**src/rtl/alu32_ex_stage.sv**
```systemverilog
// alu32_ex_stage: two-stage AND/OR/SUM/SLT ALU with valid/ready handshake; define ALU32_EX_STAGE_OVF_EN to build the ovf flag
module alu32_ex_stage (
  input  logic        clk,
  input  logic        rst_n,
  input  logic        in_valid,
  output logic        in_ready,
  input  logic [31:0] a,
  input  logic [31:0] b,
  input  logic [2:0]  alu_op,
  output logic        out_valid,
  input  logic        out_ready,
  output logic [31:0] result,
  output logic        zero,
  output logic        ovf
);
  logic        s1_valid_q, s2_valid_q, zero_q, s1_adv, slt, sub_ovf;
  logic [31:0] a_q, b_q, result_q, result_d, bb, sum, diff;
  logic [2:0]  op_q;
  assign s1_adv    = !s2_valid_q || out_ready;
  assign in_ready  = !s1_valid_q || s1_adv;
  assign out_valid = s2_valid_q;
  assign result    = result_q;
  assign zero      = zero_q;
  // S1 -> S2 datapath; slt always uses a true subtract so it ignores binvert
  always_comb begin
    bb       = op_q[2] ? ~b_q + 32'd1 : b_q;
    sum      = a_q + bb;
    diff     = a_q - b_q;
    sub_ovf  = (a_q[31] != b_q[31]) && (diff[31] != a_q[31]);
    slt      = diff[31] ^ sub_ovf;
    result_d = op_q[1] ? (op_q[0] ? {31'b0, slt} : sum) : (op_q[0] ? a_q | b_q : a_q & b_q);
  end
  // S1 operand register; takes a new bundle (or empties) whenever it has room
  always_ff @(posedge clk or negedge rst_n)
    if (!rst_n) begin
      s1_valid_q <= 1'b0;
      a_q        <= '0;
      b_q        <= '0;
      op_q       <= '0;
    end else if (in_ready) begin
      s1_valid_q <= in_valid;
      if (in_valid) begin
        a_q  <= a;
        b_q  <= b;
        op_q <= alu_op;
      end
    end
  // S2 result register; holds while the consumer stalls
  always_ff @(posedge clk or negedge rst_n)
    if (!rst_n) begin
      s2_valid_q <= 1'b0;
      result_q   <= '0;
      zero_q     <= 1'b0;
    end else if (s1_adv) begin
      s2_valid_q <= s1_valid_q;
      if (s1_valid_q) begin
        result_q <= result_d;
        zero_q   <= result_d == '0;
      end
    end
`ifdef ALU32_EX_STAGE_OVF_EN
  logic ovf_q;
  // Signed overflow of SUM: same-sign operands producing an opposite-sign sum
  always_ff @(posedge clk or negedge rst_n)
    if (!rst_n) ovf_q <= 1'b0;
    else if (s1_adv && s1_valid_q) ovf_q <= op_q[1:0] == 2'b10 && a_q[31] == bb[31] && sum[31] != a_q[31];
  assign ovf = ovf_q;
`else
  assign ovf = 1'b0;
`endif
endmodule

```
**config.mk**
```make
export PLATFORM = sky130hd
export DESIGN_NAME = alu32_ex_stage
export DESIGN_NICKNAME = d
export VERILOG_FILES = /design/src/rtl/alu32_ex_stage.sv
export SDC_FILE = /design/constraint.sdc
export NUM_CORES = 1
export LEC_CHECK = 0
export BUFFER_PORTS_ARGS = -buffer_cell sky130_fd_sc_hd__buf_2
export CORE_ASPECT_RATIO = 1.5
export CORE_MARGIN = 2
export CORE_UTILIZATION = 45
export DETAILED_ROUTE_END_ITERATION = 8
export PLACE_DENSITY = 0.66
export SLEW_MARGIN = 20
export SYNTH_ARGS = -nofsm -noshare
export SYNTH_HDL_FRONTEND = slang
export SYNTH_SLANG_ARGS = --single-unit
```
**constraint.sdc**
```tcl
create_clock -name clk -period 5.7 [get_ports clk]
set_input_delay 0.855 -clock clk [delete_from_list [all_inputs] [get_ports clk]]
set_output_delay 0.855 -clock clk [all_outputs]
set_load 0.01 [all_outputs]
```
==> results.md <==
- Post-CTS Resized: 0
- Maximum vdd drop: around 150 uV
- Met1 global-route usage: a little over a quarter
- Share of the synthesized area in the top cell type: 29.2%
- R2R Setup Slk: around 450 ps
- TritonRoute pass-1 iters: 4
- Met2 Use GR: 43.9%
- CTS Buf Count: 9
- Number of cells on the worst hold path: 2
- Seq pwr share: 29.8%
- Clock Skews: around 8.7 ps
- Area Growth Syn to Fin: 11.9%
- I/O pins: roughly 110
- DRC Markers: 0
- Reg area: around 2600 um^2
- GR Util All Layers: 24.0%
- Count leader, synth: ha_1
- Max incr delay on CP: between 500 and 600 ps
- Synth top cells by count: ha_1, dfrtp_1, inv_1, mux2_2, nand2_1
- # diodes: 0
- Worst Setup End Kind: flip-flop
- Initial Util: 45.7%
- Leakage: around 4.7 nW
- Final hold vios: 0
- Peak Freq: 191 MHz
- Placement row count: 62
- Total die area: approximately 21000 um^2
- Mean post-synth cell area: slightly above 9 um^2
- P_int: 1.99 mW
- Largest fanout on the critical path: 9
- Worst-Margin Slew: 1010 ps
- Final core occ: 51.2%
- Max Cap Viol: 0
- Post-synthesis sequential area ratio: between 20% and 30%
- Fillers: between 1500 and 2000
- Yosys top cell by area: dfrtp_1
- Slowest-stage cell, CP: or4_4
- Multi-input combinational cell area: 5670 um^2
- Fin crit share: 92.1%
- Nets@finish: about 1300
- Crit. path cell count: 20
- RSZ-0062 raised after global routing: false
- Total number of vias: 7210
- Syn Nets: 1155
- Worst-Skew Late Latency: 370 ps
- Clock Tree Root: clkbuf_16
- NetSw: 1.60 mW
- Post-route cell area: 9770 um^2
- Chip width: 118 um
- Fraction of layout cells with a size suffix above 1: between 20% and 30%
- Num Clock Sinks: 102
- Max Slew Vio Count: 0
- DP HPWL: about 19000 um
- Worst endpoint required time: 5970 ps
- CP bufs+invs: 0
- Setup crit start kind: flip-flop
- Main area contributors after synthesis: dfrtp_1, ha_1, mux2_2, xnor2_1, inv_1
- Synthesized area: 8730 um^2
- Post-Synthesis Cells: 948
- Clock buffer depth: 2
- Post-CTS setup buffers: 0
- IO Port Bufs: 105
- CTS tree: yes
- Netlist cell types: 66
- Hold-fix buffers, CTS: 0
- Worst r2r path cells: 20
- Combinational fraction of design power: 54.1%
- Outcome: completed
- Power density cells: 368 nW/um^2
- Most used routing layer: met2
- H-tree depth: 3
- Grt met3 use: 3.39%
- Vias per cell: 5.52
- Slew Limit Headroom: 32.3%
- Initial antenna violation count: 0
- Die height: between 150 and 200 um
- Core Region: 19100 um^2
- Routed length per instance: 18.3 um
- YS warnings: 0
- Hold Path Class: reg2reg
- Register bit total from synthesis: 102
- Crit path kind: reg2reg
- Post-placement cell area: approximately 9500 um^2
- Detailed-route wire length: 23900 um
- Post-synth EDFFs: 0
- Sw Ratio: 44.6%
- Vias in the first global route: 7492
- GP Congestion: 0.994
- CP delay by family, top: simple AND/OR/NAND/NOR gates
- Post-layout min period: about 5200 ps
- Post-DRT Antenna Nets: 0
- 1st-iter DRT viols: just over 300
- Clock network power share: 16.1%
- Crit-path cells: or4_4 > or3_4 > or2_2 > nor2_1 > nand2_1 > nor3_1 > nand2_1 > o31ai_1 > xnor2_1 > ha_1 > nand4_1 > nor3_1 > a221oi_1 > o31ai_1 > a31oi_1 > xor2_1 > o211ai_1 > nor4_1 > nand3_1 > o41ai_2
- Largest net degree at the start of global routing: 55
- Synth Flop Type: dfrtp_1
- # setup viols final: 0
- Final global-route overflow total: 0
- Arrival time worst endpoint: between 5000 and 6000 ps
- Share of flip-flops with an asynchronous set or reset: 100%
- Clk pin slew, worst setup/hold paths: 70 ps
- Fin Setup TNS: 0 ps
- First-pass GRT wire length: 38800 um
## tightest hold or removal path, stage by stage, from the launching register on
cell and delay, ps:
dfrtp_1 340, nand2_1 40, o21ai_0 60
## cells in the final DEF, fill, tap and decap left out, drive strengths merged, types with 4 or more instances in the layout
| cell | count |
|---|---|
| nand2b | 9 |
| a211oi | 21 |
| xor2 | 13 |
| dfrtp | 102 |
| a31oi | 5 |
| o21ai | 56 |
| nor3 | 24 |
| inv | 90 |
| nor2 | 54 |
| xnor2 | 40 |
| ha | 134 |
| o21bai | 12 |
| a21o | 6 |
| nand3 | 15 |
| clkbuf | 12 |
| clkinv | 4 |
| a21oi | 56 |
| o41ai | 6 |
| nand2 | 75 |
| buf | 117 |
| o211ai | 8 |
| a221oi | 6 |
| mux2 | 78 |
| o31ai | 12 |
| or3 | 5 |
| nor4 | 13 |
| nand4 | 15 |
| mux2i | 7 |
| or4 | 5 |
| o22ai | 4 |
| o21a | 5 |
## power groups by stage
stage	registers, mW	logic [mW]	clock network (mW)
after global routing	1.10	2.17	0.625
after global placement	1.08	1.92	0
final	1.07	1.94	0.579
after CTS	1.07	1.94	0.594
after floorplan	1.08	1.33	0
after detailed placement	1.09	1.93	0
## routing by layer
layer  up-vias  routed length [um]
li1       3533                   -
met1      3440                9320
met2       173               12500
met3        64                 849
met4         0                1210
met5         -                   0
## sequential cells by signal (all words and copies together) (netlist names)
signal      cells
result         32
s1_valid_q      1
b_q            32
out_valid       1
zero            1
op_q            3
a_q            32
## final timing paths
kind | startpoint | to
worst max-delay path | b_q[8]$_DFFE_PN0P_ | zero$_DFFE_PN0P_
worst min-delay path | result[28]$_DFFE_PN0P_ | result[28]$_DFFE_PN0P_
worst max register to register | b_q[8]$_DFFE_PN0P_ | zero$_DFFE_PN0P_
worst min register to register | result[28]$_DFFE_PN0P_ | result[28]$_DFFE_PN0P_
max in group asynchronous | rst_n | a_q[24]$_DFFE_PN0P_
min in group asynchronous | rst_n | result[11]$_DFFE_PN0P_
## through the flow
stage	hold slack, ps	total power [mW]	worst slack (ps)	cells
2_1_floorplan	480	2.41	1020	948
3_3_place_gp	456	3.00	620	1289
3_5_place_dp	467	3.01	519	1289
4_1_cts	482	3.61	511	1305
5_1_grt	494	3.89	4.11	1305
6_report	475	3.59	452	1305
## kinds of logic after synthesis
family          Yosys count  share of synthesized area [%]
buf+inv                 123                           5.88
simple gates            230                           12.6
xor+xnor                 53                           5.32
fa+ha+maj               136                           19.7
compound gates          217                           16.1
mux                      86                           11.1
other cells               1                         0.0430
flops                   102                           29.2
## area by class of cell
type	instances	area share (%)
clock buffer	12	2.42
clock inverter	4	0.346
inverter	91	3.50
multi-input combinational	723	58.0
sequential	102	26.1
tap	256	3.28
timing repair buffer	117	6.33
Power figures use the tool's default switching activity.
